### src/rtl/ttt_pkg.sv
// Shared constants for the tic-tac-toe board controller: board geometry,
// FSM state encoding and winner codes.
package ttt_pkg;

    localparam int NSQ    = 9;
    localparam int NLINES = 8;

    localparam logic [1:0] S_TURN_A = 2'd0;
    localparam logic [1:0] S_TURN_B = 2'd1;
    localparam logic [1:0] S_CHECK  = 2'd2;
    localparam logic [1:0] S_DONE   = 2'd3;

    localparam logic [1:0] W_NONE = 2'b00;
    localparam logic [1:0] W_A    = 2'b01;
    localparam logic [1:0] W_B    = 2'b10;

endpackage

### src/rtl/ttt_board_ctrl_if.sv
// Move request handshake between the move source (master) and the board
// controller (slave), including the controller's rejection pulse.
interface ttt_board_ctrl_if;
    import ttt_pkg::*;

    logic           move_valid;
    logic [NSQ-1:0] move_sq;
    logic           move_ready;
    logic           illegal;

    modport master (
        output move_valid,
        output move_sq,
        input  move_ready,
        input  illegal
    );

    modport slave (
        input  move_valid,
        input  move_sq,
        output move_ready,
        output illegal
    );
endinterface

### src/rtl/ttt_move_legal.sv
// Combinational move legality: the request must select exactly one square
// and that square must not already be occupied by either player.
module ttt_move_legal
    import ttt_pkg::*;
(
    input  logic [NSQ-1:0] move_sq,
    input  logic [NSQ-1:0] occ,
    output logic           legal
);

    // Running popcount across the squares; cnt_chain[NSQ] is the total.
    logic [3:0] cnt_chain [0:NSQ];

    assign cnt_chain[0] = 4'd0;

    generate
        for (genvar gi = 0; gi < NSQ; gi++) begin : g_pop
            assign cnt_chain[gi+1] = cnt_chain[gi] + {3'b000, move_sq[gi]};
        end
    endgenerate

    assign legal = (cnt_chain[NSQ] == 4'd1) && ((move_sq & occ) == '0);

endmodule

### src/rtl/ttt_board_ctrl.sv
// Tic-tac-toe game sequencer: accepts alternating moves, keeps both occupancy
// boards, and consumes external win-line flags to declare a win or a draw.
module ttt_board_ctrl
    import ttt_pkg::*;
#(
    parameter bit FIRST_PLAYER = 1'b0,
    parameter bit ALT_FIRST    = 1'b1
) (
    input  logic              clk,
    input  logic              rst_n,
    input  logic              new_game,
    ttt_board_ctrl_if.slave   mv,
    input  logic [NLINES-1:0] win_a,
    input  logic [NLINES-1:0] win_b,
    output logic [NSQ-1:0]    ain,
    output logic [NSQ-1:0]    bin,
    output logic              turn,
    output logic              game_over,
    output logic [1:0]        winner,
    output logic [NLINES-1:0] win_line_q,
    output logic [3:0]        move_cnt
);

    localparam logic [1:0] S_OPEN = FIRST_PLAYER ? S_TURN_B : S_TURN_A;

    logic [1:0]        state_reg,    state_next;
    logic [NSQ-1:0]    ain_reg,      ain_next;
    logic [NSQ-1:0]    bin_reg,      bin_next;
    logic [3:0]        cnt_reg,      cnt_next;
    logic [1:0]        winner_reg,   winner_next;
    logic [NLINES-1:0] win_line_reg, win_line_next;
    logic              turn_reg,     turn_next;
    logic              illegal_reg,  illegal_next;
    logic              opener_reg,   opener_next;

    logic              legal;
    logic [NLINES-1:0] mover_flags;

    ttt_move_legal u_legal (
        .move_sq (mv.move_sq),
        .occ     (ain_reg | bin_reg),
        .legal   (legal)
    );

    // Only the mover's detector can have changed on the move just placed.
    assign mover_flags = turn_reg ? win_b : win_a;

    always_ff @(posedge clk or negedge rst_n) begin
        if (!rst_n) begin
            state_reg    <= S_OPEN;
            ain_reg      <= '0;
            bin_reg      <= '0;
            cnt_reg      <= 4'd0;
            winner_reg   <= W_NONE;
            win_line_reg <= '0;
            turn_reg     <= FIRST_PLAYER;
            illegal_reg  <= 1'b0;
            opener_reg   <= FIRST_PLAYER;
        end else begin
            state_reg    <= state_next;
            ain_reg      <= ain_next;
            bin_reg      <= bin_next;
            cnt_reg      <= cnt_next;
            winner_reg   <= winner_next;
            win_line_reg <= win_line_next;
            turn_reg     <= turn_next;
            illegal_reg  <= illegal_next;
            opener_reg   <= opener_next;
        end
    end

    always_comb begin
        state_next    = state_reg;
        ain_next      = ain_reg;
        bin_next      = bin_reg;
        cnt_next      = cnt_reg;
        winner_next   = winner_reg;
        win_line_next = win_line_reg;
        turn_next     = turn_reg;
        illegal_next  = 1'b0;
        opener_next   = opener_reg;

        if (new_game) begin
            // A same-cycle move request is dropped silently.
            opener_next   = ALT_FIRST ? ~opener_reg : FIRST_PLAYER;
            state_next    = opener_next ? S_TURN_B : S_TURN_A;
            turn_next     = opener_next;
            ain_next      = '0;
            bin_next      = '0;
            cnt_next      = 4'd0;
            winner_next   = W_NONE;
            win_line_next = '0;
        end else begin
            case (state_reg)
                S_TURN_A, S_TURN_B: begin
                    if (mv.move_valid) begin
                        if (legal) begin
                            if (turn_reg) bin_next = bin_reg | mv.move_sq;
                            else          ain_next = ain_reg | mv.move_sq;
                            if (cnt_reg != 4'd9) cnt_next = cnt_reg + 4'd1;
                            state_next = S_CHECK;
                        end else begin
                            illegal_next = 1'b1;
                        end
                    end
                end
                S_CHECK: begin
                    if (mover_flags != '0) begin
                        state_next    = S_DONE;
                        winner_next   = turn_reg ? W_B : W_A;
                        win_line_next = mover_flags;
                    end else if (cnt_reg == 4'd9) begin
                        state_next    = S_DONE;
                        winner_next   = W_NONE;
                        win_line_next = '0;
                    end else begin
                        state_next = turn_reg ? S_TURN_A : S_TURN_B;
                        turn_next  = ~turn_reg;
                    end
                end
                default: begin
                end
            endcase
        end
    end

    always_comb begin
        mv.move_ready = (state_reg == S_TURN_A) || (state_reg == S_TURN_B);
        game_over     = (state_reg == S_DONE);
    end

    assign mv.illegal = illegal_reg;
    assign ain        = ain_reg;
    assign bin        = bin_reg;
    assign turn       = turn_reg;
    assign winner     = winner_reg;
    assign win_line_q = win_line_reg;
    assign move_cnt   = cnt_reg;

endmodule

### src/flat_wrapper.sv
// flat-port wrapper written by rule: the top's interface ports become plain ports
module ttt_board_ctrl_flat import ttt_pkg::*;
#(
    parameter bit FIRST_PLAYER = 1'b0,
    parameter bit ALT_FIRST    = 1'b1
)
  (clk, rst_n, new_game, win_a, win_b, ain, bin, turn, game_over, winner, win_line_q, move_cnt, mv_move_valid, mv_move_sq, mv_move_ready, mv_illegal);
  ttt_board_ctrl_if mv_i ();
  input  logic clk;
  input  logic rst_n;
  input  logic new_game;
  input  logic [NLINES-1:0] win_a;
  input  logic [NLINES-1:0] win_b;
  output logic [NSQ-1:0] ain;
  output logic [NSQ-1:0] bin;
  output logic turn;
  output logic game_over;
  output logic [1:0] winner;
  output logic [NLINES-1:0] win_line_q;
  output logic [3:0] move_cnt;
  input wire logic [$bits(mv_i.move_valid)-1:0] mv_move_valid;
  input wire logic [$bits(mv_i.move_sq)-1:0] mv_move_sq;
  output wire logic [$bits(mv_i.move_ready)-1:0] mv_move_ready;
  output wire logic [$bits(mv_i.illegal)-1:0] mv_illegal;
  assign mv_i.move_valid = mv_move_valid;
  assign mv_i.move_sq = mv_move_sq;
  assign mv_move_ready = mv_i.move_ready;
  assign mv_illegal = mv_i.illegal;
  ttt_board_ctrl #(.FIRST_PLAYER(FIRST_PLAYER), .ALT_FIRST(ALT_FIRST)) u_core (.clk(clk), .rst_n(rst_n), .new_game(new_game), .mv(mv_i), .win_a(win_a), .win_b(win_b), .ain(ain), .bin(bin), .turn(turn), .game_over(game_over), .winner(winner), .win_line_q(win_line_q), .move_cnt(move_cnt));
endmodule
### config.mk
export PLATFORM = sky130hd
export DESIGN_NAME = ttt_board_ctrl_flat
export DESIGN_NICKNAME = d
export VERILOG_FILES = /design/src/rtl/ttt_pkg.sv /design/src/rtl/ttt_board_ctrl_if.sv /design/src/rtl/ttt_move_legal.sv /design/src/rtl/ttt_board_ctrl.sv /design/src/flat_wrapper.sv
export SDC_FILE = /design/constraint.sdc
export NUM_CORES = 1
export LEC_CHECK = 0
export ABC_AREA = 0
export ABC_CLOCK_PERIOD_IN_PS = 2700
export BUFFER_PORTS_ARGS = -buffer_cell sky130_fd_sc_hd__buf_2
export CORE_AREA = 2 2 67 69
export CTS_CLUSTER_SIZE = 16
export DETAILED_ROUTE_END_ITERATION = 7
export DIE_AREA = 0 0 69 71
export GPL_TIMING_DRIVEN = 0
export PLACE_DENSITY = 0.77
export SLEW_MARGIN = 20
export SYNTH_ARGS = -nofsm -noshare
export SYNTH_HDL_FRONTEND = slang
export SYNTH_HIERARCHICAL = 1
export SYNTH_SLANG_ARGS = --single-unit
### constraint.sdc
create_clock -name clk -period 2.7 [get_ports clk]
set_input_delay 0.135 -clock clk [delete_from_list [all_inputs] [get_ports clk]]
set_output_delay 0.135 -clock clk [all_outputs]
set_load 0.005 [all_outputs]
Yosys cells after proc, flatten, opt, wreduce, memory -nomap -nowiden

Index checks and enable logic that the tools add are counted.

Flip-flop bits (word level): 37
Word-level logic and storage cells: 96
Input bits: 29
Output and inout bits: 36

Equal/unequal tests: 11
Bitwise logic cells: 6
Muxes and demuxes: 41
Reductions and logical operators: 20
$add $sub $neg: 9

Operators by type and width:

| cell                | count |
|---|---|
| $mux 9              | 10 |
| $mux 8              | 5 |
| $or 9x9->9          | 3 |
| $add 4x1->4         | 5 |
| $mux 2              | 10 |
| $mux 4              | 5 |
| $reduce_and 4->1    | 3 |
| $reduce_bool 2->1   | 6 |
| $mux 1              | 10 |
| $and 9x9->9         | 1 |
| $logic_not 9->1     | 1 |
| $reduce_bool 8->1   | 1 |
| $ne 2x2->1 const B  | 3 |
| $reduce_and 3->1    | 2 |
| $reduce_bool 3->1   | 2 |
| $add 3x1->4         | 1 |
| $add 4x1->4 const B | 1 |
| $eq 2x2->1 const B  | 2 |
| $eq 4x1->1 const B  | 1 |
| $eq 4x4->1 const B  | 1 |
| $ne 4x4->1 const B  | 1 |
| $pmux 2 s2          | 1 |
| $add 2x1->3         | 1 |
| $ne 3x2->1 const B  | 1 |
| other kinds (9)     | 10 |

Longest topological paths before layout

Word-level depth: 14
Depth in mapped cells: 15
Gate-level depth less buffers: 14

By module

Netlist, hierarchy kept.

By module, submodules not included:

| module         | sequential area each (um^2) | area each (um^2) | cells each | times used |
|---|---|---|---|---|
| ttt_board_ctrl | 925.9                       | 1,793.0          | 179        | 1 |
| ttt_move_legal | 0.0                         | 250.2            | 31         | 1 |

Worst setup path after synthesis

Ideal clock, no wire load.

Path kind: input to register
Start point: in mv_move_sq[0]
End point: reg u_core.bin_reg[7] (netlist: u_core/bin[7])
Required time: 2.628 ns
Path buffers: 1
Library setup time: 0.072 ns
Path slack: -1.007 ns
Cell stages on the path: 14
Data arrival time: 3.635 ns
Cells stage by stage: inv_1 > fa_1 > fa_1 > fa_1 > fa_1 > fa_1 > o31ai_1 > nand2_1 > nor3_2 > and3b_1 > a21o_1 > clkbuf_1 > a21oi_1 > nor2_1

Longest elaborated chain between the ends: 12
Elaborated cells on any way between the ends: 14
Classes of those cells: 8 x add/sub; 1 x eq/ne; 1 x bitwise; 4 x reduce/logical

Ends and longest elaborated chain:

| element                                | RTL line             | RTL |
|---|---|---|
| from (decl)                            | flat_wrapper.sv:22   | `input wire logic [$bits(mv_i.move_sq)-1:0] mv_move_sq;` |
| $add 1x1->2                            | ttt_move_legal.sv:18 | `assign cnt_chain[gi+1] = cnt_chain[gi] + {3'b000, move_sq[gi]};` |
| $add 2x1->3                            | ttt_move_legal.sv:18 |  |
| $add 3x1->4                            | ttt_move_legal.sv:18 |  |
| $add 4x1->4 (5 in a row)               | ttt_move_legal.sv:18 |  |
| $eq 4x1->1                             | ttt_move_legal.sv:22 | `assign legal = (cnt_chain[NSQ] == 4'd1) && ((move_sq & occ) == '0);` |
| $logic_and 1x1->1 (*)                  | ttt_move_legal.sv:22 |  |
| via u_core.legal                       | ttt_board_ctrl.sv:36 | `logic legal;` |
| $reduce_bool 2->1 (no source line) (*) | --                   |  |
| $reduce_and 4->1 (no source line) (*)  | --                   |  |
| to (signal assigned)                   | ttt_board_ctrl.sv:62 | `bin_reg <= bin_next;` |
| to (decl)                              | ttt_board_ctrl.sv:28 | `logic [NSQ-1:0] bin_reg, bin_next;` |

The timed path passes the listed nets; every way through them passes the cells marked *.
A chain may end at the register's enable or synchronous reset.

Final worst setup path

Start point: in mv_move_sq[3]
End point: reg u_core.cnt_reg[0] (netlist: u_core/move_cnt[0])

Longest elaborated chain between the ends: 10
Elaborated cells on any way between the ends: 12
Classes of those cells: 6 x add/sub; 1 x eq/ne; 1 x bitwise; 4 x reduce/logical

Ends and longest elaborated chain:

| element                                | RTL line             | RTL |
|---|---|---|
| $add 3x1->4                            | ttt_move_legal.sv:18 |  |
| $add 4x1->4 (5 in a row)               | ttt_move_legal.sv:18 |  |
| $eq 4x1->1                             | ttt_move_legal.sv:22 |  |
| $logic_and 1x1->1 (*)                  | ttt_move_legal.sv:22 |  |
| via u_core.legal                       | ttt_board_ctrl.sv:36 |  |
| $reduce_bool 2->1 (no source line) (*) | --                   |  |
| $reduce_and 4->1 (no source line) (*)  | --                   |  |
| to (signal assigned)                   | ttt_board_ctrl.sv:63 | `cnt_reg <= cnt_next;` |
| to (decl)                              | ttt_board_ctrl.sv:29 | `logic [3:0] cnt_reg, cnt_next;` |

Marks and branches as above.

==> results.py <==
metrics = {
    "outcome": {
        "status": "complete, but fails checks",
        "violations": "setup timing",
    },
    "synth": {
        "synth_edf_count": 0,
        "synth_seq_cells": 37,
        "netlist_instances": 210,
        "async_reset_ff_frac": 1.000,
        "synth_area_um2": 2043,
        "syn_nets": 248,
        "synth_area_per_cell_um2": 9.730,
        "ys_types": 47,
        "yosysSeqAreaShare": 0.4532,
        "ys.flop_type": "dfrtp_1",
        "yosys_warnings": 6,
    },
    "cts": {
        "cts_max_level": 2,
        "clock_sinks": 37,
        "cts_tree": "yes",
        "clockBufferDepth": 2,
        "cts_buffers": 5,
        "cts.clk_slew.worst_paths_ns": 0.08,
        "clk_latency_ns": 0.30,
        "cts-root-buf": "clkbuf_8",
    },
    "worst_setup_path": {
        "startpoint_type": "input port",
        "worst_path_max_delay_cell": "fa_1",
        "crit_family": "adder cells",
        "slowest_delay_ns": 0.56,
        "cp_cell_sequence": "buf_8 > inv_4 > fa_1 > fa_1 > fa_1 > fa_2 > fa_2 > o31ai_2 > nand2_1 > nor3_4 > nand3b_1 > buf_4 > nor2_4 > xnor2_1 > nor2_1",
        "required_ns": 2.87,
        "r2r_slack_ns": 0.41,
        "critical_path.most_common_cell": "fa_1",
        "worst_ep_arrival_time_ns": 3.86,
        "worst-setup-path-type": "input port to flop",
        "worstSetupEndpointType": "flop",
        "crit_buf_inv": 3,
        "cp_max_fo": 3,
    },
    "finish": {
        "n_antenna_cell": 0,
        "final_cell_mix": "buf_2 (61), dfrtp_1 (37), nor2_1 (24), inv_1 (21), a21oi_2 (15)",
        "final_cell_area_um2": 2855,
        "drive_above_1_share": 0.4384,
        "area_growth_pct": 39.74,
        "mostFrequentLayoutCell": "buf_2",
        "final_nets": 329,
    },
    "pwr": {
        "ir_worst_vdd_mv": 0.3128,
        "p_total_mw": 1.668,
        "p_leak_nw": 1.376,
        "p_per_area_nw_per_um2": 584.1,
    },
    "route": {
        "wirelength_um": 5520,
        "post_drt_wl_per_cell_um": 16.05,
        "ant_nets": 0,
        "first_pass_iters": 4,
        "vias": 1909,
        "drc_errors": 0,
        "drt_iter0_markers": 174,
        "via_per_inst": 5.549,
    },
    "global_route": {
        "grt_max_degree": 38,
        "track_usage": 0.2093,
        "grt_pass1_wl_um": 8204,
        "grt_pass1_vias": 1798,
        "grt_overflow": 0,
        "grt_antenna_before_repair": 0,
    },
    "flow_run": {
        "maxCapViolCount": 0,
    },
    "floorplan": {
        "coreArea_um2": 4204,
        "dieHeight_um": 71,
        "die-area_um2": 4899,
        "start_util": 0.4860,
        "rows": 24,
        "top_level_ports": 65,
        "die_x_um": 69,
    },
    "placed_design": {
        "globalplace.congestion": 0.9937,
        "hpwlAfterDp_um": 3635,
        "io_buffers": 64,
        "postPlaceCellArea_um2": 2462,
    },
    "sta": {
        "hold_viol": 0,
        "fin_crit_ns": 3.696,
        "fin_setup_tns_ns": -22.90,
        "period_share": 1.369,
        "relSlewSlack": 0.4545,
        "finalWorstSetupSlack_ns": -0.9961,
        "setup_viol": 25,
        "slew_viol_final": 0,
        "finalClockSkew_ns": 0.008097,
        "worst_slew_pin_slew_ns": 0.8183,
        "rsz0062_at_grt": "true",
        "timing.fmax_ghz": 0.2706,
    },
    "min_path": {
        "worstHoldPathType": "input port to flop",
    },
}
## power by group
part / leakage [nW] / switching, mW / internal, mW
clock network: 0.0681 / 0.204 / 0.367
registers: 0.493 / 0.0408 / 0.599
logic: 0.814 / 0.247 / 0.210
## per-layer routing
metal	wire length, um	vias to the layer above	track usage
li1	-	898	-
met1	2261	935	0.2776
met2	2845	66	0.3419
met3	289	10	0.04701
met4	123	0	0.07190
met5	0	-	0
## synth_stat cells, types with 2 or more instances
| cell | instances | share of area |
|---|---|---|
| and2b_1 | 2 | 0.0073 |
| dfrtp_1 | 37 | 0.45 |
| o211ai_1 | 2 | 0.0073 |
| a221oi_1 | 8 | 0.034 |
| o21ai_1 | 2 | 0.0049 |
| fa_1 | 5 | 0.049 |
| nand3b_1 | 2 | 0.0073 |
| a211oi_1 | 9 | 0.033 |
| a21oi_1 | 18 | 0.044 |
| nor2_1 | 25 | 0.046 |
| nor3_1 | 2 | 0.0049 |
| clkbuf_1 | 6 | 0.011 |
| and3b_1 | 2 | 0.0086 |
| or2_2 | 9 | 0.028 |
| inv_1 | 24 | 0.044 |
| nand3_1 | 2 | 0.0049 |
| nor2b_1 | 8 | 0.024 |
| o31a_1 | 2 | 0.0086 |
| xor2_1 | 3 | 0.013 |
| buf_1 | 2 | 0.0037 |
| nand2_1 | 7 | 0.013 |
| ha_1 | 4 | 0.024 |
| o21ai_0 | 2 | 0.0049 |
| nand4_1 | 2 | 0.0061 |
| a22oi_1 | 2 | 0.0073 |
| nor4_1 | 2 | 0.0061 |
## final timing paths
path	start	cells after the start	endpoint
min in group asynchronous	rst_n	2	u_core/winner[1]
min	mv_move_sq[1]	3	u_core/bin[1]
max	mv_move_sq[3]	15	u_core/move_cnt[0]
min reg2reg	u_core/opener_reg	1	u_core/opener_reg
max in group asynchronous	rst_n	2	u_core/ain[0]
max reg2reg	u_core/bin[0]	9	u_core/move_cnt[0]
## per-stage QoR
step                      setup slack [ns]  hold slack, ns  utilization  cells
final                              -0.9961         0.08614       0.6792    344
after CTS                          -0.9416         0.09205       0.6515    340
after floorplan                    -0.7873         -0.1606            -    210
after detailed placement            -1.390          0.2832       0.5857    326
after global placement              -1.277          0.2711       0.5857    326
after global routing                -1.126          0.1079       0.6792    344
## area by class of cell
class	instances	area, um2
plain buffers	9	52.55
clock buffers	5	68.82
clock inverters	3	65.06
fillers	308	1349
inverters	24	100.1
multi-input cells	140	1121
flip-flops and latches	37	925.9
well taps	52	65.06
repair buffers	74	456.7
## repair_timing
item / in CTS / in global routing
endpoints found under the setup margin: 25 / 25
cloned: 0 / 1
gates resized for setup: 27 / 15
pin swaps: 21 / 11
endpoints found under the hold margin: 37 / 0
setup buffers: 5 / 3
hold buffers: 1 / 0
## cell families after synthesis
kind of cell | count (synthesis) | share of synthesized area
AO/OA/AOI/OAI | 56 | 0.2009
XOR/XNOR | 4 | 0.01715
adder cells (fa/ha/maj) | 9 | 0.07349
buffers and inverters | 33 | 0.06430
flip-flops | 37 | 0.4532
AND/OR/NAND/NOR | 71 | 0.1911
## worst min-delay path, delay by kind of cell
family | cells | cell delay, ns
buffers and inverters | 1 | 0.09
AOI/OAI and AO/OA | 1 | 0.05
and+or+nand+nor | 1 | 0.07
(Power assumes the default switching activity.)
